## src/rtl/digitaler_filter.sv

```systemverilog
// digitaler_filter: 4-tap direct-form FIR on an 8-bit unsigned stream, coefficients loaded serially after reset.
// Optional macro SATURATE_EN: unsigned output saturation instead of 8-bit wrap-around.
module digitaler_filter #(
  parameter int TAPS  = 4,
  parameter int SHIFT = 0
) (
  input  logic       clk,
  input  logic       rst_n,
  input  logic       ena,
  input  logic [7:0] ui_in,
  output logic [7:0] uo_out,
  input  logic [7:0] uio_in,
  output logic [7:0] uio_out,
  output logic [7:0] uio_oe
);

  localparam int ACC_W = 16 + $clog2(TAPS);
  localparam int CNT_W = (TAPS > 1) ? $clog2(TAPS) : 1;

  typedef enum logic [0:0] {
    ST_LOAD = 1'b0,
    ST_RUN  = 1'b1
  } state_e;

  state_e           state_q, state_d;
  logic [CNT_W-1:0] cnt_q, cnt_d;
  logic [7:0]       h_q [TAPS];
  logic [7:0]       h_d [TAPS];
  logic [7:0]       d_q [TAPS-1];
  logic [7:0]       d_d [TAPS-1];
  logic [7:0]       uo_q, uo_d;
  logic [ACC_W-1:0] acc_s;
  logic [ACC_W-1:0] shifted_s;
  logic [7:0]       limit_s;
  logic             unused_ena_s;

  assign unused_ena_s = ena;

  // Direct-form multiply-accumulate over the current sample and the delay line
  always_comb begin
    acc_s = ACC_W'(ui_in) * ACC_W'(h_q[0]);
    for (int k = 1; k < TAPS; k++) begin
      acc_s = acc_s + ACC_W'(d_q[k-1]) * ACC_W'(h_q[k]);
    end
  end

  assign shifted_s = acc_s >> SHIFT;

`ifdef SATURATE_EN
  // Unsigned saturation to the 8-bit output range
  always_comb begin
    if (shifted_s > ACC_W'(255)) begin
      limit_s = 8'hFF;
    end else begin
      limit_s = shifted_s[7:0];
    end
  end
`else
  logic unused_hi_s;
  assign unused_hi_s = ^shifted_s[ACC_W-1:8];
  assign limit_s     = shifted_s[7:0];
`endif

  // Next-state logic: serial coefficient load, then one filter step per clock
  always_comb begin
    state_d = state_q;
    cnt_d   = cnt_q;
    h_d     = h_q;
    d_d     = d_q;
    uo_d    = 8'h00;
    case (state_q)
      ST_LOAD: begin
        h_d[cnt_q] = uio_in;
        for (int k = 0; k < TAPS-1; k++) begin
          d_d[k] = 8'h00;
        end
        if (cnt_q == CNT_W'(TAPS-1)) begin
          state_d = ST_RUN;
          cnt_d   = {CNT_W{1'b0}};
        end else begin
          cnt_d   = cnt_q + CNT_W'(1);
        end
      end
      ST_RUN: begin
        uo_d   = limit_s;
        d_d[0] = ui_in;
        for (int k = 1; k < TAPS-1; k++) begin
          d_d[k] = d_q[k-1];
        end
      end
      default: begin
        state_d = ST_LOAD;
        cnt_d   = {CNT_W{1'b0}};
      end
    endcase
  end

  // State, coefficient, delay-line and output registers; rst_n is active-high here
  always_ff @(posedge clk or posedge rst_n) begin
    if (rst_n) begin
      state_q <= ST_LOAD;
      cnt_q   <= {CNT_W{1'b0}};
      uo_q    <= 8'h00;
      for (int k = 0; k < TAPS; k++) begin
        h_q[k] <= 8'h00;
      end
      for (int k = 0; k < TAPS-1; k++) begin
        d_q[k] <= 8'h00;
      end
    end else begin
      state_q <= state_d;
      cnt_q   <= cnt_d;
      uo_q    <= uo_d;
      for (int k = 0; k < TAPS; k++) begin
        h_q[k] <= h_d[k];
      end
      for (int k = 0; k < TAPS-1; k++) begin
        d_q[k] <= d_d[k];
      end
    end
  end

  assign uo_out  = uo_q;
  assign uio_out = 8'h00;
  assign uio_oe  = 8'h00;

endmodule

```

## config.mk

```make
export PLATFORM = sky130hd
export DESIGN_NAME = digitaler_filter
export DESIGN_NICKNAME = d
export VERILOG_FILES = /design/src/rtl/digitaler_filter.sv
export SDC_FILE = /design/constraint.sdc
export NUM_CORES = 1
export LEC_CHECK = 0
export CAP_MARGIN = 15
export CELL_PAD_IN_SITES_DETAIL_PLACEMENT = 0
export CELL_PAD_IN_SITES_GLOBAL_PLACEMENT = 1
export CORE_UTILIZATION = 44
export DETAILED_ROUTE_END_ITERATION = 10
export PLACE_DENSITY_LB_ADDON = 0.3
export SLEW_MARGIN = 10
export SYNTH_ARGS = -nofsm -noshare
export SYNTH_HDL_FRONTEND = slang
export SYNTH_SLANG_ARGS = --single-unit
```

## constraint.sdc

```tcl
create_clock -name clk -period 6.9 [get_ports clk]
set_clock_uncertainty 0.1 [all_clocks]
set_input_delay 2.07 -clock clk [delete_from_list [all_inputs] [get_ports clk]]
set_output_delay 2.07 -clock clk [all_outputs]
set_load 0.02 [all_outputs]
```

==> metrics list, run 1 <==
- The flow ran to the end, but the final reports show violations.
* Failing checks: setup timing
* Initial Utilization: 0.449
- Routability-driven placement finished with a final weighted congestion of 0.811.
* Tightest Pin Transition: 1160 ps
- Setup violations remaining at the end of the flow were counted as 3.
* Worst slack, placed: -1670 ps
- Category of the most critical setup path: primary input to flip-flop
* Count of final hold-check violations: 0
* CTS H-tree lvls: 3
* Max-capacitance violation count: 0
- Starting DRT DRC Count: 134
- Entering global routing, the biggest net connects 45 pins.
- Clock Tree Root: sky130_fd_sc_hd__clkbuf_16
* Power density cells: 527 nW/um^2
* Power share of the sequential group: 0.128
* RSZ-0062 raised after global routing: true
- The count of final max-slew check failures came to 0.
- Antenna diode count: 0
- The path class of the tightest hold or removal check is flip-flop to flip-flop.
- Clock-pin slew was measured on the worst setup and hold paths at 60 ps.
* Final Cycle Share: 1.12
- Avg Cell Area, Syn: 10.3 sq um
- Fmax: 129 MHz
* Die width: 124 um
- Critical path required time: 7020 ps
- Initial antenna violation count: 0
- Min Tclk post-route: 7760 ps
* Switching fraction of total power: 0.391
- Leakage Power: 0.00354 uW
- For this run, design rule violations remaining after detail routing come to 0.
- In this run the remaining antenna-violating nets after routing total 0.
- Internal power comes to 2390 uW.
- Hold timing on the final database bottoms out at a slack of 408 ps.
* Number of synthesized register bits: 67
- Number of port buffers: 25
- Total routed wirelength: 15.1 mm
* Hold_sp: h_q[7]
- Relative contribution of the clock network to total power: 0.118
- Wire length of the first global-routing pass: 24.0 mm
* Cell row count: 44
- Clock latency on the worst-skew pair, taken at its later pin, is 340 ps.
* Fraction of final layout cells sized beyond drive strength 1: 0.164
* Commonest cells after routing, fill and taps aside: sky130_fd_sc_hd__inv_1, sky130_fd_sc_hd__and2_1, sky130_fd_sc_hd__nand2_1
* Die extent in y: 124 um
* Synthesized instance count: 632
* Final design area excluding fillers: 7460 sq um
- The number of hold buffers added after CTS was 0.
- TritonCTS created 9 clock buffers.
- TritonCTS built the clock tree.
- Cell variety after synth: 22
- Yosys printed 0 warnings.
- Most common cell after layout, fill and taps aside: sky130_fd_sc_hd__inv_1
- After the last flow step, the layout net total stands at 840.
* Detailed-route via count: 4132
* Half-perimeter wire length after detailed placement: 12.1 mm
- Full die area: 15300 sq um
* Maximum ir drop on the vdd rail: 0.472 mV
- First element of the critical path: ui_in[2]
* CP Launch Type: primary input
* Netlist area before placement: 6500 sq um
* Area delta synth->final: 14.7%
- The share of the Yosys chip area taken by registers is 0.258.
- I/O pin cnt: 43
* Launching point of the worst reg2reg path: h_q[0]
* Overall fraction of global-route tracks in use: 0.219
* Total global routing overflow: 0
- The total area inside the core boundary comes to 14500 sq um.
- STA classifies the critical path endpoint as a flip-flop.
* Logic pwr share: 0.755
- In the final routed layout, each cell accounts on average for 17.4 um.
* Psw: 1540 uW
- Area post-placement: 7080 sq um
- Detail-routed via count per cell: 4.74
- The first TritonRoute pass finished after 6 iterations.
- Worst Setup Slack, final: -855 ps
* CTS sink cnt: 67
* Crit path arrival time: 7880 ps
- Crit path max fanout: 4
- The worst pin sits at a relative slew slack of 0.228.
- Clock Tree Buf Depth: 2
- Via count of the first global-routing pass: 4373
[cells in the mapped netlist]
master	count	area, sq um
sky130_fd_sc_hd__buf_4	16	120
sky130_fd_sc_hd__clkbuf_2	1	5.00
sky130_fd_sc_hd__fa_1	72	1440
sky130_fd_sc_hd__nand2_1	72	270
sky130_fd_sc_hd__conb_1	1	3.75
sky130_fd_sc_hd__and2_2	5	37.5
sky130_fd_sc_hd__clkbuf_1	8	30.0
sky130_fd_sc_hd__xnor3_1	2	45.0
sky130_fd_sc_hd__xor2_1	12	105
sky130_fd_sc_hd__mux2_2	33	372
sky130_fd_sc_hd__a21o_1	2	15.0
sky130_fd_sc_hd__a21oi_1	2	10.0
sky130_fd_sc_hd__or2_2	1	6.26
sky130_fd_sc_hd__xnor2_1	47	412
sky130_fd_sc_hd__inv_1	118	443
sky130_fd_sc_hd__o21ai_0	1	5.00
sky130_fd_sc_hd__and2_1	99	619
sky130_fd_sc_hd__nand2b_1	3	18.8
sky130_fd_sc_hd__nor2b_1	2	12.5
sky130_fd_sc_hd__xnor2_2	1	16.3
sky130_fd_sc_hd__dfrtp_1	67	1680
sky130_fd_sc_hd__ha_1	67	838
[power groups by stage]
stage                     Combinational [uW]  Sequential, uW  Clock, uW
after CTS                               2910             501        471
after floorplan                         1980             520          0
after global placement                  2680             506          0
after detailed placement                2750             508          0
final                                   2970             502        463
after global routing                    3320             506        492
[sequential cells by signal (all words and copies together) (netlist names)]
name	flops
state_q	1
h_q	32
uo_out	8
cnt_q	2
d_q	24
[path summary, 6_finish.rpt]
path | end | slack [ps] | cells past startpoint
worst max-delay path | uo_out[7] | -860 | 25
worst min-delay path | h_q[7] | 410 | 1
worst min register to register | h_q[7] | 410 | 1
worst max register to register | uo_out[7] | 340 | 20
min in group asynchronous | h_q[19] | 1980 | 2
max in group asynchronous | uo_out[3] | 3750 | 3
[through the flow]
step	power, uW	util	cells	TNS [ps]
after floorplan	2500	-	647	-863
after global placement	3190	0.489	853	-4530
after detailed placement	3250	0.489	853	-4730
after CTS	3880	0.512	871	-1840
after global routing	4320	0.515	871	-1740
final	3930	0.515	871	-1260
[layout make-up]
| cell class | instances | area [sq um] |
|---|---|---|
| multi-input combinational | 437 | 4370 |
| sequential | 67 | 1680 |
| fill | 1327 | 7020 |
| clock inverter | 7 | 76.3 |
| timing repair buffer | 49 | 435 |
| inverter | 118 | 443 |
| clock buffer | 9 | 225 |
| tap | 184 | 230 |
[kinds of logic after synthesis]
group           after synthesis  share of synthesized area
flops                        67                      0.258
xor+xnor                     62                     0.0889
mux                          33                     0.0571
buf+inv                     143                     0.0920
simple gates                182                      0.148
fa+ha+maj                   139                      0.351
compound gates                5                    0.00462
other cells                   1                   0.000577
[worst max-delay path, stage by stage]
cell	delay, ps
sky130_fd_sc_hd__buf_8	80
sky130_fd_sc_hd__buf_6	100
sky130_fd_sc_hd__nand2_4	40
sky130_fd_sc_hd__fa_2	530
sky130_fd_sc_hd__inv_2	40
sky130_fd_sc_hd__fa_2	520
sky130_fd_sc_hd__inv_2	30
sky130_fd_sc_hd__fa_1	490
sky130_fd_sc_hd__inv_2	50
sky130_fd_sc_hd__ha_4	260
sky130_fd_sc_hd__inv_2	30
sky130_fd_sc_hd__fa_1	490
sky130_fd_sc_hd__inv_1	50
sky130_fd_sc_hd__fa_1	470
sky130_fd_sc_hd__fa_1	540
sky130_fd_sc_hd__inv_2	40
sky130_fd_sc_hd__fa_1	500
sky130_fd_sc_hd__inv_2	60
sky130_fd_sc_hd__fa_2	360
sky130_fd_sc_hd__a21o_1	180
sky130_fd_sc_hd__a21oi_2	200
sky130_fd_sc_hd__xnor2_1	160
sky130_fd_sc_hd__xnor3_1	250
sky130_fd_sc_hd__xnor3_1	170
sky130_fd_sc_hd__and2_1	160
[what timing repair did]
item	CTS	global route
gates resized for setup	32	15
setup endpoints to repair	4	4
setup buffers	2	0
hold endpoints to repair	0	0
pin swaps	23	14
[metal layers]
layer,global-route usage,wire length [um],vias to the layer above
li1,-,-,1960
met1,0.305,7080,2092
met2,0.362,7430,63
met3,0.0249,373,17
met4,0.0602,242,0
met5,0,0,-
Note: power is estimated with default switching activity, not from simulation.
==> inputs of run 2 (changes only) <==
--- a/config.mk
+++ b/config.mk
@@ -11,7 +11,7 @@
 export CORE_UTILIZATION = 44
 export DETAILED_ROUTE_END_ITERATION = 10
 export PLACE_DENSITY_LB_ADDON = 0.3
-export SLEW_MARGIN = 10
+export SLEW_MARGIN = 5
 export SYNTH_ARGS = -nofsm -noshare
 export SYNTH_HDL_FRONTEND = slang
 export SYNTH_SLANG_ARGS = --single-unit
==> constraint.sdc (replaced) <==
create_clock -name clk -period 7.1 [get_ports clk]
set_clock_uncertainty 0.1 [all_clocks]
set_input_delay 2.13 -clock clk [delete_from_list [all_inputs] [get_ports clk]]
set_output_delay 2.13 -clock clk [all_outputs]
set_load 0.02 [all_outputs]
==> run 2 against run 1 <==
- the run still ends with setup timing left
- count of clock-buffer cells in the layout increased by 1
- sequential share of layout area increased by 0.21 points
- via count increased by 0.63%
- combinational power decreased by 8.8%
- register-to-register slack improved by 230 ps
- non-clock buffer count decreased by 8
- final cell count decreased by 0.92%
- sequential power decreased by 3%
- utilization decreased by 0.47 points
- die area unchanged
- clock power decreased by 5.0%
- largest cell class unchanged
==> metrics list, run 2 (synthesis gave the netlist of run 1 again) <==
* Worst hold-check path type: flip-flop to flip-flop
- The total of hold buffers inserted after clock tree synthesis was 0 (unchanged).
* CP peak stage delay: 580 ps (+40 ps)
* Total number of nets in the final design: 832 (-0.95%)
- Antenna diode count: 0 (unchanged)
- The share of power burned in combinational logic is 0.745 (-0.010).
* CTS H-tree lvls: 3 (unchanged)
* Relative contribution of the clock network to total power: 0.121 (+0.003)
- Initial Utilization: 0.449 (unchanged)
- The total internal power came to 2220 uW (-7.4%).
- Slowest library cell on the worst path: sky130_fd_sc_hd__fa_1
- Hold_sp: h_q[15]
- The number of flip-flops under the largest register name was 32 (unchanged).
- Number of port buffers: 25 (unchanged)
- The area growth from synthesis to layout is 13.7%.
- Number of cells traversed by the worst hold path: 1 (unchanged)
- Most common cell after layout, fill and taps aside: sky130_fd_sc_hd__inv_1
* Clock transition at the registers of the reported paths: 60 ps (about the same)
* CTS tree: done
* Final Cycle Share: 1.09
* CTS sink cnt: 67 (unchanged)
- CP Launch Type: primary input
- Hold Path End: h_q[15]
- Maximum ir drop on the vdd rail: 0.422 mV (-11%)
- Count of final hold-check violations: 0 (unchanged)
* Crit path max fanout: 2 (-2)
* Floorplan Core Area: 14500 sq um (unchanged)
* Critical path required time: 7220 ps (+200 ps)
- The endpoint identified for the worst register-to-register timing path is uo_out[7].
* Clock Tree Root: sky130_fd_sc_hd__clkbuf_16
- The number of detailed-routing iterations run before antenna repair is 4 (-2).
- Final ANT Viol Nets: 0 (unchanged)
- Number of clock buffers inserted by TritonCTS: 9 (unchanged)
* Switching fraction of total power: 0.391 (-0.000612)
- Final setup viols: 1 (-2)
- The power density normalized to cell area came to 493 nW/um^2 (-6.6%).
* DRC Markers: 0 (unchanged)
* R2r setup slk: 570 ps (+230 ps)
* Clock Tree Buf Depth: 2 (unchanged)
* I/O pin cnt: 43 (unchanged)
- The die width came to 124 um (unchanged).
* Psw: 1420 uW (-7.6%)
* Clock latency reported for the late side of the worst-skew pair: 330 ps (about the same)
- The flow ran to the end, but the final reports show violations.
* Launching point of the worst reg2reg path: h_q[0]
- The all-layer global routing usage came to 0.220 (about the same).
* Final sum of negative setup slack: -623 ps (+635 ps)
* Worst Setup Slack, final: -623 ps (+233 ps)
- The area used by sequential logic in the layout was 1680 sq um (unchanged).
- Relative max-transition margin: 0.274 (+0.0462)
- Cell row count: 44 (unchanged)
- The number of DRC violations after detailed-routing iteration 0 is 200 (+49%).
* Category of the most critical setup path: primary input to flip-flop
* Combined area of the multi-input logic cells: 4360 sq um (-0.23%)
* Total routed wirelength: 15.0 mm (-1.1%)
* PnR Total Power: 3640 uW (-7.5%)
- Max-slew violations: 0 (unchanged)
- The wire length per cell came to 17.3 um (-0.22%).
* Commonest cells after routing, fill and taps aside: sky130_fd_sc_hd__inv_1, sky130_fd_sc_hd__and2_1, sky130_fd_sc_hd__nand2_1, sky130_fd_sc_hd__fa_1, sky130_fd_sc_hd__dfrtp_1
* Min Tclk post-route: 7720 ps
* Die extent in y: 124 um (unchanged)
- Setup repair after global routing could not meet its margin everywhere.
* Crit path arrival time: 7840 ps (-40 ps)
- Failing checks: setup timing
* Fmax: 129 MHz
- Fraction of final layout cells sized beyond drive strength 1: 0.141 (-0.0231)
- Leakage Power: 0.00351 uW (-0.95%)
- Max-capacitance violation count: 0 (unchanged)
- In this design, the critical path's most frequently occurring cell is sky130_fd_sc_hd__fa_1.
- Number of cells on the worst reg-to-reg path: 20 (unchanged)
* Wire length of the first global-routing pass: 24.2 mm (+1.0%)
- Initial antenna violation count: 0 (unchanged)
* Biggest register: h_q
* Full die area: 15300 sq um (unchanged)
- The portion of total power attributed to sequential cells came to 0.134 (+0.006).
* Via count of the first global-routing pass: 4545 (+3.9%)
- The signal on the critical path passes through buf_6 -> and2_4 -> fa_1 -> inv_2 -> fa_1 -> fa_1 -> fa_1 -> fa_1 -> inv_1 -> fa_2 -> fa_1 -> inv_1 -> fa_1 -> inv_2 -> ha_4 -> a21o_1 -> a21oi_2 -> xnor2_1 -> xnor3_1 -> xnor3_1 -> and2_1.
* Tightest Pin Transition: 1090 ps (-69.2 ps)
* Placer congestion estimate: 0.827 (+1.9%)
- The smallest hold slack came to 409 ps (+0.932 ps).
- The via density per instance came to 4.82 (+1.6%).
- Total global routing overflow: 0 (unchanged)
* Layout filler cell count: 1332 (+0.38%)
- The largest net degree at the start of global routing is 68 (+51%).
* Detailed-route via count: 4158 (+0.63%)
* CP Capture Type: flip-flop
* Half-perimeter wire length after detailed placement: 11.9 mm (-1.5%)
run 2: cell count changes in the layout (fill, tap and decap cells not counted), sizes merged:
cell      delta
inv          -1
clkinvlp     -1
clkbuf       +1
clkinv       +1
buf          -8
run 2: per-layer routing:
metal / share of wire / routed length (um) / GRT usage / vias up
met5: 0 / 0 / 0 / -
met4: 0.018 / 270 / 0.0670 / 0
met3: 0.031 / 467 / 0.0281 / 20
met2: 0.50 / 7440 / 0.368 / 80
met1: 0.45 / 6780 / 0.296 / 2118
li1: - / - / - / 1940
run 2: critical path, delay by kind of cell:
kind / cells / cell delay, ps
XOR/XNOR: 3 / 570
buffers and inverters: 5 / 290
adder cells (fa/ha/maj): 9 / 4190
AND/OR/NAND/NOR: 2 / 310
AO/OA/AOI/OAI: 2 / 350
run 2: how the worst max path moves through the flow:
stage	startpoint	endpoint	cells after the start
final	ui_in[3]	uo_out[7]	21
after global routing	ui_in[0]	uo_out[7]	24
after CTS	ui_in[0]	uo_out[7]	24
after detailed placement	ui_in[1]	uo_out[7]	24
after global placement	ui_in[1]	uo_out[7]	24
after floorplan	ui_in[3]	uo_out[7]	20
run 2: area by class of cell:
type / count / share of cell area
multi-input cells: 437 / 0.590
flip-flops and latches: 67 / 0.227
inverters: 118 / 0.0599
repair buffers: 41 / 0.0521
well taps: 184 / 0.0311
clock buffers: 10 / 0.0310
clock inverters: 6 / 0.00880
run 2: timing repair:
action / CTS / global route
pin swaps: 21 / 16
buffers inserted: 0 / 0
gates resized for setup: 34 / 11
endpoints found under the setup margin: 4 / 4
run 2: power by group through the flow:
stage	clock network (uW)	registers [uW]	logic [uW]
after floorplan	0	505	1900
after global routing	465	490	3060
after global placement	0	492	2560
final	440	487	2710
after CTS	451	487	2680
after detailed placement	0	493	2590
run 2: stage by stage:
| step | utilization | cells | instance area, sq um | setup WS [ps] |
|---|---|---|---|---|
| floorplan | - | 647 | 6580 | -589 |
| global placement | 0.485 | 847 | 7020 | -1510 |
| detailed placement | 0.485 | 847 | 7020 | -1550 |
| CTS | 0.508 | 863 | 7350 | -694 |
| global route | 0.510 | 863 | 7390 | -828 |
| finish | 0.510 | 863 | 7390 | -623 |
